[src/rtl/select_buf.sv]
// Elastic select stage: joins condition/true_value/false_value, forwards the
// chosen operand through a 2-slot registered FIFO (head drives result).
module select_buf #(
  parameter int DATA_TYPE = 32
) (
  input  logic                 clk,
  input  logic                 rst,
  input  logic                 condition,
  input  logic                 condition_valid,
  output logic                 condition_ready,
  input  logic [DATA_TYPE-1:0] true_value,
  input  logic                 true_value_valid,
  output logic                 true_value_ready,
  input  logic [DATA_TYPE-1:0] false_value,
  input  logic                 false_value_valid,
  output logic                 false_value_ready,
  output logic [DATA_TYPE-1:0] result,
  output logic                 result_valid,
  input  logic                 result_ready
);

  typedef enum logic [1:0] {
    EMPTY = 2'd0,
    ONE   = 2'd1,
    TWO   = 2'd2
  } state_t;

  state_t               state_reg, state_next;
  logic [DATA_TYPE-1:0] head_reg, head_next;
  logic [DATA_TYPE-1:0] tail_reg, tail_next;

  logic                 space;
  logic                 all_v;
  logic                 push;
  logic                 pop;
  logic [DATA_TYPE-1:0] sel_data;

  // space comes only from registered state; rst gating keeps every ready low
  // while the buffer is held in reset.
  assign space = rst & (state_reg != TWO);
  assign all_v = condition_valid & true_value_valid & false_value_valid;

  assign condition_ready   = space & true_value_valid & false_value_valid;
  assign true_value_ready  = space & condition_valid & false_value_valid;
  assign false_value_ready = space & condition_valid & true_value_valid;

  assign push     = space & all_v;
  assign sel_data = condition ? true_value : false_value;

  assign result_valid = (state_reg != EMPTY);
  assign result       = head_reg;
  assign pop          = result_valid & result_ready;

  always_comb begin
    state_next = state_reg;
    head_next  = head_reg;
    tail_next  = tail_reg;
    case (state_reg)
      EMPTY: begin
        if (push) begin
          head_next  = sel_data;
          state_next = ONE;
        end
      end
      ONE: begin
        if (push && pop) begin
          head_next = sel_data;
        end else if (push) begin
          tail_next  = sel_data;
          state_next = TWO;
        end else if (pop) begin
          state_next = EMPTY;
        end
      end
      TWO: begin
        // Full: no push possible, a pop promotes the tail to the head.
        if (pop) begin
          head_next  = tail_reg;
          state_next = ONE;
        end
      end
      default: begin
        state_next = EMPTY;
      end
    endcase
  end

  always_ff @(posedge clk or negedge rst) begin
    if (!rst) begin
      state_reg <= EMPTY;
      head_reg  <= '0;
      tail_reg  <= '0;
    end else begin
      state_reg <= state_next;
      head_reg  <= head_next;
      tail_reg  <= tail_next;
    end
  end

endmodule
[config.mk]
export PLATFORM = sky130hd
export DESIGN_NAME = select_buf
export DESIGN_NICKNAME = d
export VERILOG_FILES = /design/src/rtl/select_buf.sv
export SDC_FILE = /design/constraint.sdc
export NUM_CORES = 1
export LEC_CHECK = 0
export BUFFER_PORTS_ARGS = -buffer_cell sky130_fd_sc_hd__clkbuf_2
export CAP_MARGIN = 30
export CORE_MARGIN = 5
export CORE_UTILIZATION = 35
export CTS_CLUSTER_SIZE = 14
export DETAILED_ROUTE_END_ITERATION = 16
export HOLD_SLACK_MARGIN = 0.08
export SLEW_MARGIN = 0
export SYNTH_ARGS = -nofsm -noshare
export SYNTH_HDL_FRONTEND = slang
export SYNTH_SLANG_ARGS = --single-unit
[constraint.sdc]
create_clock -name clk -period 3.2 [get_ports clk]
set_clock_uncertainty 0.15 [all_clocks]
set_input_delay 0.64 -clock clk [delete_from_list [all_inputs] [get_ports clk]]
set_output_delay 0.64 -clock clk [all_outputs]
set_load 0.01 [all_outputs]
**Yosys cells after proc, flatten, opt, wreduce, memory -nomap -nowiden**

Cells that the tools add are included.

- Input bits: 71
- Output and inout port bits: 36
- Bits in registers: 66
- Logic and storage cells: 40

- Bitwise operators: 11
- Multiplexer cells: 11
- Equality and inequality tests: 8
- Reductions and logical operators: 7

Operators by type and width:

| operator | count |
|---|---|
| two-way mux 32 bit | 4 |
| case mux 32 bit (3 select lines) | 1 |
| bitwise AND 1 bit | 10 |
| two-way mux 2 bit | 5 |
| != test 2 bit, second input constant | 5 |
| AND reduction 4 bit | 2 |
| case mux 2 bit (3 select lines) | 1 |
| != test 3 bit, second input constant | 1 |
| AND reduction 3 bit | 1 |
| nonzero test 3 bit | 1 |
| equality test 2 x 1 -> 1 bit, second input constant | 1 |
| equality test 2 bit, second input constant | 1 |
| logical NOT 2 bit | 1 |
| nonzero test 2 bit | 1 |
| logical AND 1 bit | 1 |
| NOT 1 bit | 1 |

**Depth between registers and ports, before layout**

Gate-level depths: netlist of the first run.

- Depth in word-level cells: 6
- Mapped depth: 6
- Depth with buffers taken out: 3

**Worst setup path before layout of the first run**

No wires, ideal clock.

- Path type: input-to-reg
- Start point: input condition
- End point: register head_reg[3] (netlist: result[3])
- Data arrival time: 1.897 ns
- Data required time: 2.923 ns
- Setup time: 0.127 ns
- Cell stages on the path: 5
- Path slack: 1.026 ns
- Buffers on the path: 2
- Cell sequence: clkbuf_1 -> buf_2 -> mux2_2 -> mux2_2 -> mux2_1

- Longest elaborated chain between the ends: 3
- Elaborated cells on any way between the ends: 4
- Classes of those cells: mux: 4

RTL lines:

| what | RTL line | text |
|---|---|---|
| from (decl) | 8 | `input logic condition,` |
| two-way mux 32 bit (*) | 48 | `assign sel_data = condition ? true_value : false_value;` |
| two-way mux 32 bit (on tied branches) | 66, 60 |  |
| case mux 32 bit (3 select lines) (*) | 58 | `case (state_reg)` |
| to (signal assigned) | 95 | `head_reg <= head_next;` |
| to (decl) | 29 | `logic [DATA_TYPE-1:0] head_reg, head_next;` |

Mark *: on every way between the ends. The rest lies on a longest branch, timed or not. The select of a mux whose other input is x is not followed.
A chain may end at the register's enable or synchronous reset.

**Final worst setup path of the first run**

- Start point: input rst
- End point: register head_reg[31] (netlist: result[31])

- Longest elaborated chain between the ends: 5
- Elaborated cells on any way between the ends: 6
- Classes of those cells: eq/ne: 2; bitwise: 2; reduce/logical: 2

RTL lines:

| what | RTL line | text |
|---|---|---|
| from (decl) | 7 | `input logic rst,` |
| bitwise AND 1 bit (*) | 40 | `assign space = rst & (state_reg != TWO);` |
| bitwise AND 1 bit (*) | 47 | `assign push = space & all_v;` |
| logical AND 1 bit | 66 | `if (push && pop) begin` |
| != test 2 bit (no line) | - |  |
| AND reduction 4 bit (no line) (*) | - |  |

Mark *: on every way between the ends. The rest lies on a longest branch, timed or not.

==> flow_summary.toml, run 1 <==
[run_status]
status = "finished clean"

[yosys]
synth_top_family_by_area = "multiplexers"
ys_seq_area_share_pct = 49.4
post_synth_num_cell_types = 20
synth_edf_count = 0
ys_seq_elements = 66
syn_area_per_cell_sq_um = 14.9
synth-compound-area-share_pct = 1.35
yosys.area_share.adder_pct = 0
async_flop_share_pct = 100
synth_xor_area_share_pct = 0
ys_warn_count = 0
ys.flop_type = "dfrtp_1"
syn_area_sq_mm = 0.00334
yosys-mux-area-fraction_pct = 43.4
syn-instance-count = 225
synth_nets = 296
synth_simple_gate_area_share_pct = 2.99

[placement]
placed_area_sq_mm = 0.00401
place_hpwl_microns = 4970
place_congestion = 0.670
portBuffers = 106

[global_routing]
grt_pass1_wl_microns = 11300
overflow = 0
antenna_found_initial = 0
grt_pass1_vias = 2355
use_met3_pct = 3.66
grt-busiest-layer = "met2"
grt_start_max_net_pins = 61
met1_usage_pct = 16.9
grt_usage_pct = 12.4
gr-usage-met2_pct = 18.5

[drt]
vias = 2189
drc = 0
routed_wl_microns = 6980
wl_per_cell_microns = 15.0
dr.pass1.iters = 2
ant_nets = 0
drt_iter0_drc = 28
post_drt_via_cell_ratio = 4.69

[floorplanning]
die-area_sq_mm = 0.0116
rows = 35
core_area_sq_mm = 0.00928
die_h_microns = 108
die_x_microns = 108
initial_utilization_pct = 36.0
io_pins = 107

[clock_network]
cts.htree.levels = 3
clock-sinks = 66
cts_inserted_buffers = 9
cts_tree = "built"
clk_path_buf_depth = 2
cts_setup_buffers = 0
cts.clk_slew.worst_paths_ps = 60
clk_latency_ps = 330
root_buffer = "clkbuf_8"

[sta]
final_hold_viol_count = 0
setup_viol = 0
max_freq_mhz = 387
setup_tns_ps = 0
slew_headroom_pct = 48.9
slew_violations = 0
grt_setup_unrepaired = "false"
finalCritPeriodShare_pct = 80.6
min_period_ps = 2580
whs_ps = 338
worst_pin_slew_ps = 767

[pwr]
p_clk_share_pct = 26.0
ir_drop_mv = 0.221
p_sw_w = 0.000622
p_int_w = 0.00163
sw_frac_of_total_pct = 27.7
p_per_area_mw_per_mm2 = 538
p_leak_nw = 2.01
seqPwrFrac_pct = 49.5
comb_power_share_pct = 24.5

[cells_and_area]
design_area_sq_mm = 0.00418
synthToLayoutAreaGrowth_pct = 25.0
final_common_cell = "mux2_2"
final_net_count = 406
most-common-layout-cells = "mux2_2 (123), clkbuf_2 (105), dfrtp_1 (66), clkbuf_8 (10), buf_4 (7)"
diodes = 0
drive_gt1_share_pct = 75.4

[setup_path]
cp.required_ps = 3260
worst_setup_path_end_kind = "flip-flop"
crit_fanout = 17
startpoint_type = "primary input"
path_class = "primary input to flip-flop"
worstPathArrival_ps = 2640

[flow_run]
maxCapViolations = 0

[hold_path]
worstHoldPathType = "flip-flop to flip-flop"
[worst max-delay path: stages]
cell and delay [ps]:
dlygate4sd3_1 540, buf_4 180, nand4_2 240, a221oi_4 360, buf_4 300, mux2_2 370
[layout make-up]
| class | count | area, sq um |
|---|---|---|
| flip-flops and latches | 66 | 1650 |
| fillers | 876 | 5100 |
| repair buffers | 114 | 608 |
| well taps | 129 | 161 |
| multi-input cells | 144 | 1600 |
| clock buffers | 11 | 141 |
| clock inverters | 3 | 17.5 |
[final timing paths]
kind | startpoint | cells after the start | slack, ps | end
setup / recovery | rst | 6 | 620 | result[31]
hold / removal | result[4] | 1 | 340 | result[4]
setup reg to reg | state_reg[1] | 4 | 910 | result[31]
hold reg to reg | result[4] | 1 | 340 | result[4]
max in group asynchronous | rst | 3 | 1390 | result[11]
min in group asynchronous | rst | 2 | 530 | result[18]
[metal layers]
layer	up-vias	wire (microns)
met4	0	88
met1	1063	3350
met5	-	0
met2	76	3040
met3	9	509
li1	1041	-
[synthesized netlist by cell type, drive strengths merged, types with 2 or more instances]
cell type	instances	area, sq um
dfrtp	66	1650
mux2	128	1440
and4	3	26.3
buf	14	91.3
nand2b	2	12.5
[timing repair]
action,4_1_cts,5_1_grt
endpoints found under the hold margin,6,0
hold buffers,1,0
gates resized for setup,0,0
[cells by family after synthesis]
group | after synthesis
compound gates | 4
buf+inv | 15
simple gates | 11
flops | 66
mux | 129
[power by group through the flow]
stage	Clock, W	Sequential (W)	Combinational [W]
global route	0.000639	0.00114	0.000610
floorplan	0	0.00118	0.000255
finish	0.000584	0.00111	0.000550
global placement	0	0.00113	0.000551
detailed placement	0	0.00113	0.000561
CTS	0.000612	0.00112	0.000565
[stage by stage]
stage / std cells / setup slack, ps / total power, W / util [%]
after CTS: 467 / 553 / 0.00229 / 45.0
after global placement: 452 / 720 / 0.00168 / 43.2
after floorplan: 225 / 1030 / 0.00143 / -
final: 467 / 619 / 0.00225 / 45.0
after detailed placement: 452 / 683 / 0.00169 / 43.2
after global routing: 467 / 458 / 0.00239 / 45.0
No activity file was read; power rests on OpenSTA's default activity.
==> run 2, diff against run 1 <==
--- a/config.mk
+++ b/config.mk
@@ -5,6 +5,7 @@
 export SDC_FILE = /design/constraint.sdc
 export NUM_CORES = 1
 export LEC_CHECK = 0
+export ABC_AREA = 1
 export BUFFER_PORTS_ARGS = -buffer_cell sky130_fd_sc_hd__clkbuf_2
 export CAP_MARGIN = 30
 export CORE_MARGIN = 5
==> constraint.sdc (replaced) <==
create_clock -name clk -period 2.34 [get_ports clk]
set_clock_uncertainty 0.15 [all_clocks]
set_input_delay 0.468 -clock clk [delete_from_list [all_inputs] [get_ports clk]]
set_output_delay 0.468 -clock clk [all_outputs]
set_load 0.01 [all_outputs]
==> flow_summary.toml, run 2 <==
[run_status]
status = "finished clean"

[sta]
setup_tns_ps = 0
slew_headroom_pct = 44.9
final_hold_viol_count = 0
min_period_ps = 2010
worst_pin_slew_ps = 826
finalCritPeriodShare_pct = 85.8
setup_viol = 0
slew_violations = 0
max_freq_mhz = 498
grt_setup_unrepaired = "false"

[floorplanning]
core_area_sq_mm = 0.00933
io_pins = 107
die-area_sq_mm = 0.0117
rows = 35
initial_utilization_pct = 36.2
die_x_microns = 108
die_h_microns = 108

[yosys]
synth_xor_area_share_pct = 0
ys_seq_elements = 66
yosysTopAreaCell = "dfrtp_1"
ys.flop_type = "dfrtp_1"
synth_top_area_share_pct = 48.9
synth_area_leaders = "dfrtp_1 (49%), nand2_1 (16%), o21ai_0 (9.2%)"
yosys.area_share.adder_pct = 0
yosys-mux-area-fraction_pct = 0
syn-instance-count = 473
synth-compound-area-share_pct = 14.3
synth_edf_count = 0
synth_top_family_by_area = "simple AND/OR/NAND/NOR gates"
synth_commonest_cells = "nand2_1 (140), inv_1 (69), dfrtp_1 (66)"
yosysMostFrequentCell = "nand2_1"
async_flop_share_pct = 100
synth_simple_gate_area_share_pct = 25.2
synth_nets = 544
ys_warn_count = 0
syn_area_per_cell_sq_um = 7.14
ys_seq_area_share_pct = 48.9
syn_area_sq_mm = 0.00338
post_synth_num_cell_types = 15

[global_routing]
overflow = 0
grt_pass1_vias = 2895
grt_start_max_net_pins = 67
grt_usage_pct = 14.6
antenna_found_initial = 0
grt_pass1_wl_microns = 13700

[pwr]
ir_drop_mv = 0.248
p_per_area_mw_per_mm2 = 724
p_leak_nw = 2.49

[placement]
portBuffers = 106
place_congestion = 0.708
placed_area_sq_mm = 0.00403
place_hpwl_microns = 5640

[cells_and_area]
drive_gt1_share_pct = 23.3
final_net_count = 638
design_area_sq_mm = 0.00422
diodes = 0
final_common_cell = "nand2_1"
fill_cells = 993
most-common-layout-cells = "nand2_1 (139), clkbuf_2 (105), inv_1 (69), dfrtp_1 (66), o21ai_0 (62)"
synthToLayoutAreaGrowth_pct = 25.0

[clock_network]
cts.clk_slew.worst_paths_ps = 70
clock-sinks = 66
clk_latency_ps = 330
hold_buffers = 0
root_buffer = "clkbuf_8"
ctsResizeCount = 0
cts_tree = "built"
cts_setup_buffers = 0
cts.htree.levels = 3
clk_path_buf_depth = 2
cts_inserted_buffers = 9

[setup_path]
max_stage_delay_ps = 450
worst-path-buf-inv = 1
worstPathCellList = "a21oi_2, and3_1, clkbuf_2"
worstPathArrival_ps = 1390
cp_slowest_cell = "dfrtp_1"
path_class = "flip-flop to output port"
startpoint_type = "flip-flop"
worst_setup_path_end_kind = "output port"
crit_fanout = 6
path_delay_family = "flip-flops"
cp.required_ps = 1720

[drt]
vias = 3141
post_drt_via_cell_ratio = 4.48
ant_nets = 0
routed_wl_microns = 8160
wl_per_cell_microns = 11.6
dr.pass1.iters = 4
drt_iter0_drc = 125
drc = 0

[hold_path]
worstHoldPathType = "primary input to async pin"

[flow_run]
maxCapViolations = 0
==> run 2: cell count changes after synthesis, moves of 5 or more <==
cell and delta:
mux2_1 -5, mux2_2 -123, nor2_1 +32, inv_1 +69
nand3_1 +36, nand2_1 +139, o21ai_0 +62, buf_2 +5
a21oi_1 +29, clkbuf_1 +13
==> run 2: power breakdown <==
part | total, W | switching [W] | internal, W
Combinational | 0.000681 | 0.000401 | 0.000280
Sequential | 0.00149 | 0.000118 | 0.00137
Clock | 0.000890 | 0.000446 | 0.000444
Total | 0.00306 | 0.000965 | 0.00209
==> run 2: cells by family after synthesis <==
group,count (synthesis)
buffers and inverters,99
AND/OR/NAND/NOR,212
AO/OA/AOI/OAI,96
flip-flops,66
==> run 2: final timing paths <==
check,from,endpoint,slack (ps),cells after the start
max in group asynchronous,rst,tail_reg[5],1320,2
worst min-delay path,rst,tail_reg[28],190,2
min in group clk,result_ready,state_reg[1],220,2
worst max register to register,state_reg[1],result[26],480,5
worst min register to register,result[0],result[0],330,2
worst max-delay path,state_reg[1],true_value_ready,330,3
==> run 2: cell type report <==
cell class | instances | area [sq um] | share of cell area (%)
well taps | 129 | 161 | 3.82
flip-flops and latches | 66 | 1650 | 39.1
repair buffers | 112 | 613 | 14.5
clock buffers | 11 | 151 | 3.59
multi-input cells | 308 | 1340 | 31.8
clock inverters | 5 | 38.8 | 0.919
inverters | 70 | 263 | 6.23
==> run 2: metrics by stage <==
step	worst slack, ps	std cells	util, %	power [W]	hold slack (ps)
finish	333	701	45.2	0.00306	185
global route	212	701	45.2	0.00329	204
CTS	301	701	45.2	0.00311	194
detailed placement	359	685	43.2	0.00221	312
global placement	405	685	43.2	0.00219	309
floorplan	820	473	-	0.00186	22.4
==> run 2: layer usage <==
| layer | routed length, microns | GRT usage, % |
|---|---|---|
| met1 | 3770 | 19.3 |
| met2 | 3810 | 23.7 |
| met3 | 488 | 3.10 |
| met4 | 93 | 5.41 |
| met5 | 0 | 0 |
==> run 3, diff against run 2 <==
--- a/config.mk
+++ b/config.mk
@@ -5,7 +5,7 @@
 export SDC_FILE = /design/constraint.sdc
 export NUM_CORES = 1
 export LEC_CHECK = 0
-export ABC_AREA = 1
+export ABC_AREA = 0
 export BUFFER_PORTS_ARGS = -buffer_cell sky130_fd_sc_hd__clkbuf_2
 export CAP_MARGIN = 30
 export CORE_MARGIN = 5
@@ -13,6 +13,8 @@
 export CTS_CLUSTER_SIZE = 14
 export DETAILED_ROUTE_END_ITERATION = 16
 export HOLD_SLACK_MARGIN = 0.08
+export PLACE_DENSITY = 0.71
+export RECOVER_POWER = 50
 export SLEW_MARGIN = 0
 export SYNTH_ARGS = -nofsm -noshare
 export SYNTH_HDL_FRONTEND = slang
==> flow_summary.toml, run 3 (synthesis gave the netlist of run 1 again) <==
[global_routing]
antenna_found_initial = 0
grt_start_max_net_pins = 67
overflow = 0
grt_pass1_vias = 2558
grt_pass1_wl_microns = 12100
grt_usage_pct = 13.3

[cells_and_area]
drive_gt1_share_pct = 70.8
final_common_cell = "mux2_2"
synthToLayoutAreaGrowth_pct = 24.9
final_net_count = 406
most-common-layout-cells = "mux2_2 (123), clkbuf_2 (89), dfrtp_1 (65), clkbuf_1 (18), clkbuf_8 (11)"
diodes = 0

[sta]
min_period_ps = 2180
finalCritPeriodShare_pct = 93.2
grt_setup_unrepaired = "false"
final_hold_viol_count = 0
setup_tns_ps = 0
slew_violations = 0
setup_viol = 0
slew_headroom_pct = 44.3
max_freq_mhz = 459
worst_pin_slew_ps = 836

[setup_path]
crit_fanout = 21
max_stage_delay_ps = 490
cp_slowest_cell = "dfrtp_2"
worstPathArrival_ps = 1560
worst_setup_path_end_kind = "output port"
startpoint_type = "flip-flop"
path_class = "flip-flop to output port"
worstPathCellList = "nand2b_2, buf_6, and4_1, clkbuf_2"
cp.required_ps = 1720

[hold_path]
worstHoldPathType = "primary input to flip-flop"

[clock_network]
clock-sinks = 66
cts_inserted_buffers = 9
cts_setup_buffers = 0
hold_buffers = 0
cts.htree.levels = 3
clk_latency_ps = 330
cts.clk_slew.worst_paths_ps = 60
cts_tree = "built"
clk_path_buf_depth = 2
root_buffer = "clkbuf_8"
ctsResizeCount = 1

[drt]
ant_nets = 0
post_drt_via_cell_ratio = 4.69
drc = 0
drt_iter0_drc = 31
vias = 2196
routed_wl_microns = 7050
dr.pass1.iters = 3
wl_per_cell_microns = 15.1

[floorplanning]
io_pins = 107
die_h_microns = 108
die_x_microns = 108
initial_utilization_pct = 36.0
rows = 35
die-area_sq_mm = 0.0116
core_area_sq_mm = 0.00928

[flow_run]
maxCapViolations = 0

[placement]
portBuffers = 106
place_congestion = 0.673
place_hpwl_microns = 5080

[pwr]
p_leak_nw = 1.97
ir_drop_mv = 0.397
p_per_area_mw_per_mm2 = 740
power.total_w = 0.00309

[run_status]
status = "finished clean"
[run 3: changes by cell type in the layout (fill, tap and decap cells not counted), moves of 16 or more]
cell / before / now
nand2_1: 139 / 1
inv_1: 69 / 0
mux2_2: 0 / 123
nand3_1: 35 / 0
a21oi_1: 30 / 1
clkbuf_2: 105 / 89
nor2_1: 32 / 0
clkbuf_1: 0 / 18
o21ai_0: 62 / 0
[run 3: path summary, 6_finish.rpt]
check	startpoint	to	slack (ps)	cells past startpoint
hold / removal	result_ready	state_reg[1]	260	2
max in group asynchronous	rst	state_reg[1]	1170	2
setup / recovery	state_reg[1]	condition_ready	160	4
setup reg to reg	state_reg[0]	result[30]	470	4
hold reg to reg	result[3]	result[3]	340	1
min in group asynchronous	rst	result[20]	300	2
[run 3: cell type report]
type	instances	area, sq um
Clock inverter	3	15.0
Tap cell	129	161
Timing Repair Buffer	114	598
Multi-Input combinational cell	144	1590
Sequential cell	66	1650
Clock buffer	12	155
Fill cell	893	5110
[run 3: critical path, delay by kind of cell (launching register included)]
kind / cells / cell delay (ps)
flip-flops: 1 / 490
AND/OR/NAND/NOR: 2 / 370
buffers and inverters: 2 / 370
[run 3: metal layers]
metal  vias up  share of wire [%]  GRT usage [%]
li1       1040                  -              -
met1      1085                 42           15.4
met2        65                 51           23.5
met3         6                6.0           4.38
met4         0               0.75           3.07
met5         -                  0              0
[run 3: report_power, final]
part	switching, W	leakage, nW	internal [W]	total, W
clock network	0.000404	0.0920	0.000432	0.000836
logic	0.000319	1.03	0.000406	0.000725
registers	0.000133	0.843	0.00140	0.00153
[run 3: through the flow]
step	hold WS [ps]	std cells	utilization [%]	area (sq um)	setup slack, ps
6_report	257	468	45.0	4180	160
5_1_grt	234	468	45.0	4180	41.8
4_1_cts	238	468	45.3	4200	54.2
3_5_place_dp	326	453	43.4	4030	189
3_3_place_gp	323	453	43.4	4030	224
2_1_floorplan	22.4	225	-	3340	338
